## src/rtl/uart_frame_check.sv

```systemverilog
// uart_frame_check
//   Takes the sampled bits of a UART receiver, starting with the first data
//   bit after the start bit. It rebuilds the data word (LSB first), checks the
//   optional parity bit (none/even/odd/mark/space) and the stop bits, and
//   reports each frame with a one-cycle frame_done pulse. It also keeps two
//   saturating error counters.
//
// Ports
//   clk, reset        rising-edge clock, synchronous active-high reset
//   parity_mode[2:0]  000 none, 001 even, 010 odd, 011 mark, 100 space;
//                     any other code is treated as none
//   sample_valid      strobe: serial_in holds a sampled bit
//   serial_in         sampled line value
//   abort             drop the frame in progress and go back to idle
//   clear_counts      zero both error counters
//   data_out          word from the last completed frame
//   frame_done        one-cycle pulse, one clock after the last stop strobe
//   parity_err        parity result of the last frame, held between frames
//   frame_err         a stop bit of the last frame was 0, held between frames
//   parity_err_count  saturating count of frames with a parity error
//   frame_err_count   saturating count of frames with a frame error
module uart_frame_check #(
  parameter int DATA_BITS = 8,
  parameter int STOP_BITS = 1,
  parameter int CNT_W     = 8
) (
  input  logic                 clk,
  input  logic                 reset,
  input  logic [2:0]           parity_mode,
  input  logic                 sample_valid,
  input  logic                 serial_in,
  input  logic                 abort,
  input  logic                 clear_counts,
  output logic [DATA_BITS-1:0] data_out,
  output logic                 frame_done,
  output logic                 parity_err,
  output logic                 frame_err,
  output logic [CNT_W-1:0]     parity_err_count,
  output logic [CNT_W-1:0]     frame_err_count
);

  // One counter serves both the data bits and the stop bits.
  localparam int CW = $clog2(DATA_BITS + 1);
  localparam logic [CW-1:0] LAST_DATA = CW'(DATA_BITS - 1);
  localparam logic [CW-1:0] LAST_STOP = CW'(STOP_BITS - 1);

  typedef enum logic [1:0] {S_IDLE, S_DATA, S_PARITY, S_STOP} state_t;

  state_t               state_reg, state_next;
  logic [CW-1:0]        cnt_reg;
  logic [2:0]           mode_reg;
  logic                 acc_reg;
  logic                 perr_reg;
  logic                 ferr_reg;
  logic [DATA_BITS-1:0] shift_reg;

  logic step;
  logic bit_we;
  logic data_last;
  logic stop_last;
  logic expected_parity;

  function automatic logic has_parity(input logic [2:0] m);
    return (m >= 3'd1) && (m <= 3'd4);
  endfunction

  // abort overrides a strobe in the same cycle, so that bit is dropped.
  assign step = sample_valid & ~abort;

  // State register
  always_ff @(posedge clk) begin
    if (reset) state_reg <= S_IDLE;
    else       state_reg <= state_next;
  end

  // Next-state logic
  always_comb begin
    state_next = state_reg;
    if (abort) begin
      state_next = S_IDLE;
    end else if (sample_valid) begin
      case (state_reg)
        S_IDLE: begin
          // The mode is latched on this strobe, so decode the live input here.
          if (DATA_BITS == 1) state_next = has_parity(parity_mode) ? S_PARITY : S_STOP;
          else                state_next = S_DATA;
        end
        S_DATA: begin
          if (cnt_reg == LAST_DATA) state_next = has_parity(mode_reg) ? S_PARITY : S_STOP;
        end
        S_PARITY: state_next = S_STOP;
        S_STOP: begin
          if (cnt_reg == LAST_STOP) state_next = S_IDLE;
        end
        default: state_next = S_IDLE;
      endcase
    end
  end

  // Output/control decode
  always_comb begin
    bit_we          = 1'b0;
    data_last       = 1'b0;
    stop_last       = 1'b0;
    expected_parity = 1'b0;
    case (state_reg)
      S_IDLE: begin
        bit_we    = step;
        data_last = step && (DATA_BITS == 1);
      end
      S_DATA: begin
        bit_we    = step;
        data_last = step && (cnt_reg == LAST_DATA);
      end
      S_STOP:  stop_last = step && (cnt_reg == LAST_STOP);
      default: ;
    endcase
    case (mode_reg)
      3'd1:    expected_parity = acc_reg;
      3'd2:    expected_parity = ~acc_reg;
      3'd3:    expected_parity = 1'b1;
      default: expected_parity = 1'b0;
    endcase
  end

  // Data bits land at the index held in the counter. The counter is 0 in idle,
  // so the first strobe fills bit 0.
  for (genvar gi = 0; gi < DATA_BITS; gi++) begin : g_shift
    always_ff @(posedge clk) begin
      if (reset)                               shift_reg[gi] <= 1'b0;
      else if (bit_we && cnt_reg == CW'(gi))   shift_reg[gi] <= serial_in;
    end
  end

  // Frame datapath and reported results
  always_ff @(posedge clk) begin
    if (reset) begin
      cnt_reg    <= '0;
      mode_reg   <= '0;
      acc_reg    <= 1'b0;
      perr_reg   <= 1'b0;
      ferr_reg   <= 1'b0;
      data_out   <= '0;
      frame_done <= 1'b0;
      parity_err <= 1'b0;
      frame_err  <= 1'b0;
    end else begin
      frame_done <= 1'b0;
      if (abort) begin
        cnt_reg  <= '0;
        acc_reg  <= 1'b0;
        perr_reg <= 1'b0;
        ferr_reg <= 1'b0;
      end else if (sample_valid) begin
        case (state_reg)
          S_IDLE: begin
            mode_reg <= parity_mode;
            acc_reg  <= serial_in;
            cnt_reg  <= data_last ? '0 : CW'(1);
          end
          S_DATA: begin
            acc_reg <= acc_reg ^ serial_in;
            cnt_reg <= data_last ? '0 : cnt_reg + CW'(1);
          end
          S_PARITY: perr_reg <= (serial_in != expected_parity);
          S_STOP: begin
            if (stop_last) begin
              data_out   <= shift_reg;
              parity_err <= perr_reg;
              frame_err  <= ferr_reg | ~serial_in;
              frame_done <= 1'b1;
              cnt_reg    <= '0;
              acc_reg    <= 1'b0;
              perr_reg   <= 1'b0;
              ferr_reg   <= 1'b0;
            end else begin
              ferr_reg <= ferr_reg | ~serial_in;
              cnt_reg  <= cnt_reg + CW'(1);
            end
          end
          default: ;
        endcase
      end
    end
  end

  // The counters use the flags reported in the frame_done cycle.
  // clear_counts overrides a coincident increment.
  always_ff @(posedge clk) begin
    if (reset || clear_counts) begin
      parity_err_count <= '0;
      frame_err_count  <= '0;
    end else if (frame_done) begin
      if (parity_err && parity_err_count != {CNT_W{1'b1}})
        parity_err_count <= parity_err_count + CNT_W'(1);
      if (frame_err && frame_err_count != {CNT_W{1'b1}})
        frame_err_count <= frame_err_count + CNT_W'(1);
    end
  end

endmodule
```

## config.mk

```make
export PLATFORM = sky130hd
export DESIGN_NAME = uart_frame_check
export DESIGN_NICKNAME = d
export VERILOG_FILES = /design/src/rtl/uart_frame_check.sv
export SDC_FILE = /design/constraint.sdc
export NUM_CORES = 1
export LEC_CHECK = 0
export CAP_MARGIN = 40
export CORE_AREA = 2 2 67 69
export DETAILED_ROUTE_END_ITERATION = 10
export DIE_AREA = 0 0 69 71
export PLACE_DENSITY_LB_ADDON = 0.08
export SYNTH_ARGS = -nofsm -noshare
export SYNTH_HDL_FRONTEND = slang
export SYNTH_SLANG_ARGS = --single-unit
```

## constraint.sdc

```tcl
create_clock -name clk -period 3.3 [get_ports clk]
set_input_delay 0.825 -clock clk [delete_from_list [all_inputs] [get_ports clk]]
set_output_delay 0.825 -clock clk [all_outputs]
set_load 0.01 [all_outputs]
```

==> impl_metrics.json, run 1 <==
{
  "cp.required_ns": 3.49,
  "overflow": 0,
  "finalWorstSetupSlack_ns": 0.9804,
  "synth_top_family_by_area": "simple AND/OR/NAND/NOR gates",
  "cts.sinks": 47,
  "wirelength_mm": 4.455,
  "yosysSeqAreaShare": 0.4132,
  "wl_per_cell_um": 12.95,
  "cp_slowest_cell": "clkdlybuf4s50_1",
  "antenna_cells": 0,
  "numCtsBuffers": 5,
  "yosysTopAreaCellShare": 0.4132,
  "drt_iter0_drc": 126,
  "die_w_um": 69,
  "ys_ff_latch": 47,
  "criticalPathCategory": "in2reg",
  "areaGrowthSynthToFinish_pct": 19.89,
  "grt_max_degree": 21,
  "coreArea_um2": 4204,
  "irDropWorstVdd_mv": 0.2708,
  "synthSimpleGateAreaFrac": 0.2478,
  "crit_top_cell": "nor3_1",
  "cts.htree.levels": 2,
  "crit_arrival_ns": 2.51,
  "drc": 0,
  "finalMaxSlewViolations": 0,
  "hold_violations": 0,
  "cts_hold_buf": 0,
  "maxCapViolCount": 0,
  "initial_core_util": 0.5417,
  "maxSlewHeadroom": 0.5543,
  "yosys.area_share.adder": 0.06044,
  "power.leakage_uw": 0.0009779,
  "fin_skew_ns": 0.01000,
  "cts.repair.resized": 0,
  "yosysUniqueCellTypes": 48,
  "path_clk_slew_ns": 0.09,
  "avgSynthCellArea_um2": 8.792,
  "final_cell_mix": "dfxtp_1 (47), clkdlybuf4s50_1 (35), nor2_1 (28), a21oi_1 (20)",
  "drive_gt1_frac": 0.06164,
  "antenna_found_initial": 0,
  "io_pins": 36,
  "clk_latency_ns": 0.30,
  "yosysWarnings": 0,
  "synth_area_um2": 2277,
  "worst-path-buf-inv": 1,
  "rows": 24,
  "powerDensity_nw_per_um2": 361.6,
  "hold_path_class": "reg2reg",
  "period_needed_ns": 2.320,
  "viasPerCell": 5.698,
  "ctsLongestPathBuffers": 2,
  "synthArstFlopShare": 0,
  "post-place-ws_ns": 0.6625,
  "grt.total_usage": 0.1918,
  "vias": 1960,
  "end_kind": "flip-flop",
  "mostFrequentLayoutCell": "dfxtp_1",
  "dr.pass1.iters": 4,
  "gp_congestion": 0.7685,
  "setup_tns_ns": 0,
  "synth_edf_count": 0,
  "cts-root-buf": "clkbuf_8",
  "cts_tree": "done",
  "synth_area_leaders": "dfxtp_1 (41%), ha_1 (6.0%), mux2i_1 (4.8%)",
  "synthesis.instances": 259,
  "crit_chain": "clkdlybuf4s50_1, nor3b_4, nand3_2, nor3_1, nor3_1",
  "portBuffers": 35,
  "status": "complete, no violations",
  "nFillCells": 375,
  "finalCritPeriodShare": 0.7029,
  "fmax_mhz": 431.1,
  "worst_path_dominant_cell_family": "simple AND/OR/NAND/NOR gates",
  "die_height_um": 71,
  "multiInputGateArea_um2": 1259,
  "layout.area.seq_um2": 940.9,
  "cp_max_fo": 12,
  "synth_xor_area_frac": 0.02308,
  "cts_setup_buffers": 0,
  "worst_slew_pin_slew_ns": 0.6602,
  "synth.largest_area_cell": "dfxtp_1",
  "synthMuxAreaShare": 0.04835,
  "synth_nets": 279,
  "setup_violations": 0,
  "dp_hpwl_mm": 3.283,
  "critPathLaunchType": "input port",
  "critical-path-max-stage-delay_ns": 0.57,
  "grt_pass1_vias": 1788,
  "synth_top_flop_cell": "dfxtp_1",
  "rsz0062_at_grt": "false",
  "antenna_left": 0,
  "layout.nets": 311,
  "grt_pass1_wl_mm": 7.783,
  "die_area_um2": 4899,
  "synth_compound_area_frac": 0.1731
}
## layout make-up
cell class	instances	area share
repair buffers	36	0.1311
well taps	52	0.02383
flip-flops and latches	47	0.3446
clock buffers	6	0.02658
inverters	6	0.008249
clock inverters	2	0.004583
multi-input cells	195	0.4610
## cells in the mapped netlist (2+ instances only)
| library cell | instances |
|---|---|
| mux2i_1 | 11 |
| o211ai_1 | 2 |
| or3_1 | 3 |
| nor2_1 | 28 |
| a31oi_1 | 4 |
| or4_1 | 2 |
| and4_1 | 2 |
| or2_2 | 3 |
| nor3b_1 | 3 |
| clkbuf_1 | 7 |
| a21oi_1 | 20 |
| inv_1 | 6 |
| nor3_1 | 7 |
| a21bo_2 | 4 |
| nand3b_1 | 4 |
| nand3_1 | 12 |
| nor4b_1 | 2 |
| xor2_1 | 5 |
| o22ai_1 | 2 |
| nand4_1 | 8 |
| dfxtp_1 | 47 |
| o31a_1 | 2 |
| a211oi_1 | 2 |
| buf_2 | 3 |
| nor2b_1 | 6 |
| ha_1 | 11 |
| o21ai_0 | 15 |
| nand2b_1 | 2 |
| nand2_1 | 15 |
| o31ai_1 | 3 |
## per-stage QoR
step / std cells / hold WS (ns) / power (uW) / utilization / cell area, um2
finish: 344 / 0.4794 / 987.1 / 0.6494 / 2730
global route: 344 / 0.5125 / 1031 / 0.6494 / 2730
CTS: 344 / 0.4800 / 998.4 / 0.6494 / 2730
detailed placement: 336 / 0.4676 / 659.3 / 0.6292 / 2645
global placement: 336 / 0.4622 / 658.5 / 0.6292 / 2645
floorplan: 259 / 0.4486 / 638.0 / - / 2277
## cell families after synthesis
group                    Yosys count
XOR/XNOR                           6
adder cells (fa/ha/maj)           11
buffers and inverters             17
multiplexers                      11
AO/OA/AOI/OAI                     63
AND/OR/NAND/NOR                  104
flip-flops                        47
## report_power, final
part	switching (uW)	internal [uW]
clock	193	148
combinational	41.9	28.0
sequential	4.40	571
total	239	748
## metal layers
metal	GRT usage	vias up	routed length [um]
met4	0.05882	0	53
met3	0.05128	6	158
met1	0.2384	911	2089
met5	0	-	0
met2	0.3269	29	2153
li1	-	1014	-
## path summary, 6_finish.rpt
kind | startpoint | to | slack (ns) | cells after the start
max | sample_valid | frame_err$_SDFFE_PP0P_ | 0.98 | 5
min | mode_reg[1]$_SDFFE_PP0P_ | mode_reg[1]$_SDFFE_PP0P_ | 0.48 | 2
max reg2reg | state_reg[1]$_SDFFE_PP0P_ | state_reg[0]$_SDFFE_PP0P_ | 1.39 | 6
min reg2reg | mode_reg[1]$_SDFFE_PP0P_ | mode_reg[1]$_SDFFE_PP0P_ | 0.48 | 2
## tightest hold or removal path: stages, from the launching register on
cell and delay [ns]:
dfxtp_1 0.33, nand2_1 0.06, a21oi_1 0.05
(Power assumes the default switching activity.)
==> run 2, diff against run 1 <==
- CORE_AREA: 2 2 67 69 -> 2 2 69 71
- DIE_AREA: 0 0 69 71 -> 0 0 71 73
- clock period: 3.3 -> 2.19 ns (I/O delays scaled with it)
==> run 2 against run 1 <==
- register-to-register slack got worse by 1.1 ns
- sequential power increased by 51%
- via count increased by 1.8%
- clock-buffer cell count increased by 1
- sequential share of layout area decreased by 0.91 points
- clock power increased by 70%
- power increased by 58%
==> impl_metrics.json, run 2 (same netlist as run 1, synthesis figures left out) <==
{
  "ctsLongestPathBuffers": 2,
  "gp_congestion": 0.7940,
  "final_cell_mix": "dfxtp_1 (47), clkdlybuf4s50_1 (35), nor2_1 (28), a21oi_1 (20)",
  "wl_per_cell_um": 13.06,
  "setup_tns_ns": 0,
  "maxCapViolCount": 0,
  "die_height_um": 73,
  "fin_skew_ns": 0.003817,
  "placed_cell_area_um2": 2700,
  "rr_startpoint": "state_reg[1]$_SDFFE_PP0P_",
  "rr_endpoint": "state_reg[0]$_SDFFE_PP0P_",
  "worst-path-stages": 1,
  "irDropWorstVdd_mv": 0.4132,
  "clk_latency_ns": 0.30,
  "rsz0062_at_grt": "false",
  "antenna_left": 0,
  "crit_chain": "clkdlybuf4s50_1",
  "hold_path_class": "reg2reg",
  "critPathLaunchType": "flip-flop",
  "worst-path-buf-inv": 1,
  "grt.total_usage": 0.1869,
  "antenna_found_initial": 0,
  "wirelength_mm": 4.610,
  "layout.area.seq_um2": 940.9,
  "cts_tree": "done",
  "initial_core_util": 0.5021,
  "cts-root-buf": "clkbuf_8",
  "cts.sinks": 47,
  "mostFrequentLayoutCell": "dfxtp_1",
  "die_w_um": 71,
  "grt_max_degree": 24,
  "ff2ff_path_depth": 6,
  "setup.worst_path.start": "frame_done$_SDFF_PP0_",
  "maxSlewHeadroom": 0.5652,
  "cts_hold_buf": 0,
  "die_area_um2": 5183,
  "crit_path_end": "frame_done",
  "io_pins": 36,
  "dp_hpwl_mm": 3.363,
  "finalMaxSlewViolations": 0,
  "antenna_cells": 0,
  "cp.required_ns": 1.64,
  "cp_max_fo": 9,
  "p_seq_frac": 0.556,
  "p_int_uw": 1196,
  "hold-worst-slack_ns": 0.4749,
  "p_clk_frac": 0.372,
  "viasPerCell": 5.654,
  "hold_violations": 0,
  "end_kind": "primary output",
  "dr.pass1.iters": 4,
  "numCtsBuffers": 5,
  "worst_path_dominant_cell_family": "buffers and inverters",
  "layout.nets": 318,
  "cts_setup_buffers": 0,
  "coreArea_um2": 4536,
  "grt_pass1_wl_mm": 7.734,
  "path_clk_slew_ns": 0.09,
  "drc": 0,
  "r2r_slack_ns": 0.29,
  "overflow": 0,
  "critical-path-max-stage-delay_ns": 0.59,
  "hp-start": "mode_reg[1]$_SDFFE_PP0P_",
  "areaGrowthSynthToFinish_pct": 23.13,
  "fin_util": 0.6182,
  "power.leakage_uw": 0.001022,
  "vias": 1996,
  "rows": 25,
  "worst_slew_pin_slew_ns": 0.6440,
  "criticalPathCategory": "reg2out",
  "powerDensity_nw_per_um2": 556.8,
  "p_switching_uw": 364.7,
  "fmax_mhz": 518.4,
  "drt_iter0_drc": 89,
  "period_needed_ns": 1.929,
  "crit_arrival_ns": 1.38,
  "drive_gt1_frac": 0.08696,
  "p_comb_frac": 0.072,
  "setup_violations": 0,
  "status": "complete, no violations",
  "switching_share": 0.2336,
  "multiInputGateArea_um2": 1259,
  "nFillCells": 441,
  "finalCritPeriodShare": 0.8808,
  "cp_slowest_cell": "clkdlybuf4s50_1",
  "cts.repair.resized": 0,
  "fin_area_um2": 2804,
  "cts.htree.levels": 2,
  "portBuffers": 35,
  "grt_pass1_vias": 1743
}
## run 2: cell count changes in the layout (fill, tap and decap cells not counted), sizes merged
cell / delta
clkbuf: +1
clkinv: -1
buf: +7
## run 2: layout make-up
cell class | count | area share
multi-input combinational | 195 | 0.4489
sequential | 47 | 0.3356
timing repair buffer | 43 | 0.1464
clock buffer | 7 | 0.03436
tap | 54 | 0.02410
inverter | 6 | 0.008032
clock inverter | 1 | 0.002677
## run 2: worst min-delay path by stage
stage	endpoint	cells after the start
after floorplan	mode_reg[1]$_SDFFE_PP0P_	2
after global placement	mode_reg[1]$_SDFFE_PP0P_	2
after detailed placement	mode_reg[1]$_SDFFE_PP0P_	2
after CTS	mode_reg[1]$_SDFFE_PP0P_	2
after global routing	mode_reg[1]$_SDFFE_PP0P_	2
final	mode_reg[1]$_SDFFE_PP0P_	2
## run 2: power by group through the flow
stage,combinational [uW],clock (uW),sequential (uW)
6_report,113,580,868
5_1_grt,124,642,870
4_1_cts,113,601,868
3_5_place_dp,113,0,888
3_3_place_gp,112,0,888
2_1_floorplan,75.1,0,886
## run 2: stage by stage
stage / instances / setup WS (ns) / power (uW)
6_report: 353 / 0.2611 / 1561
3_5_place_dp: 345 / 0.05397 / 1001
2_1_floorplan: 259 / 0.4761 / 961.4
5_1_grt: 353 / 0.1265 / 1637
4_1_cts: 353 / 0.2461 / 1582
3_3_place_gp: 345 / 0.09909 / 1000
## run 2: per-layer routing
layer	global-route usage	share of wire
met5	0	0
met4	0.07757	0.015
met3	0.04144	0.036
met2	0.3074	0.46
met1	0.2386	0.49
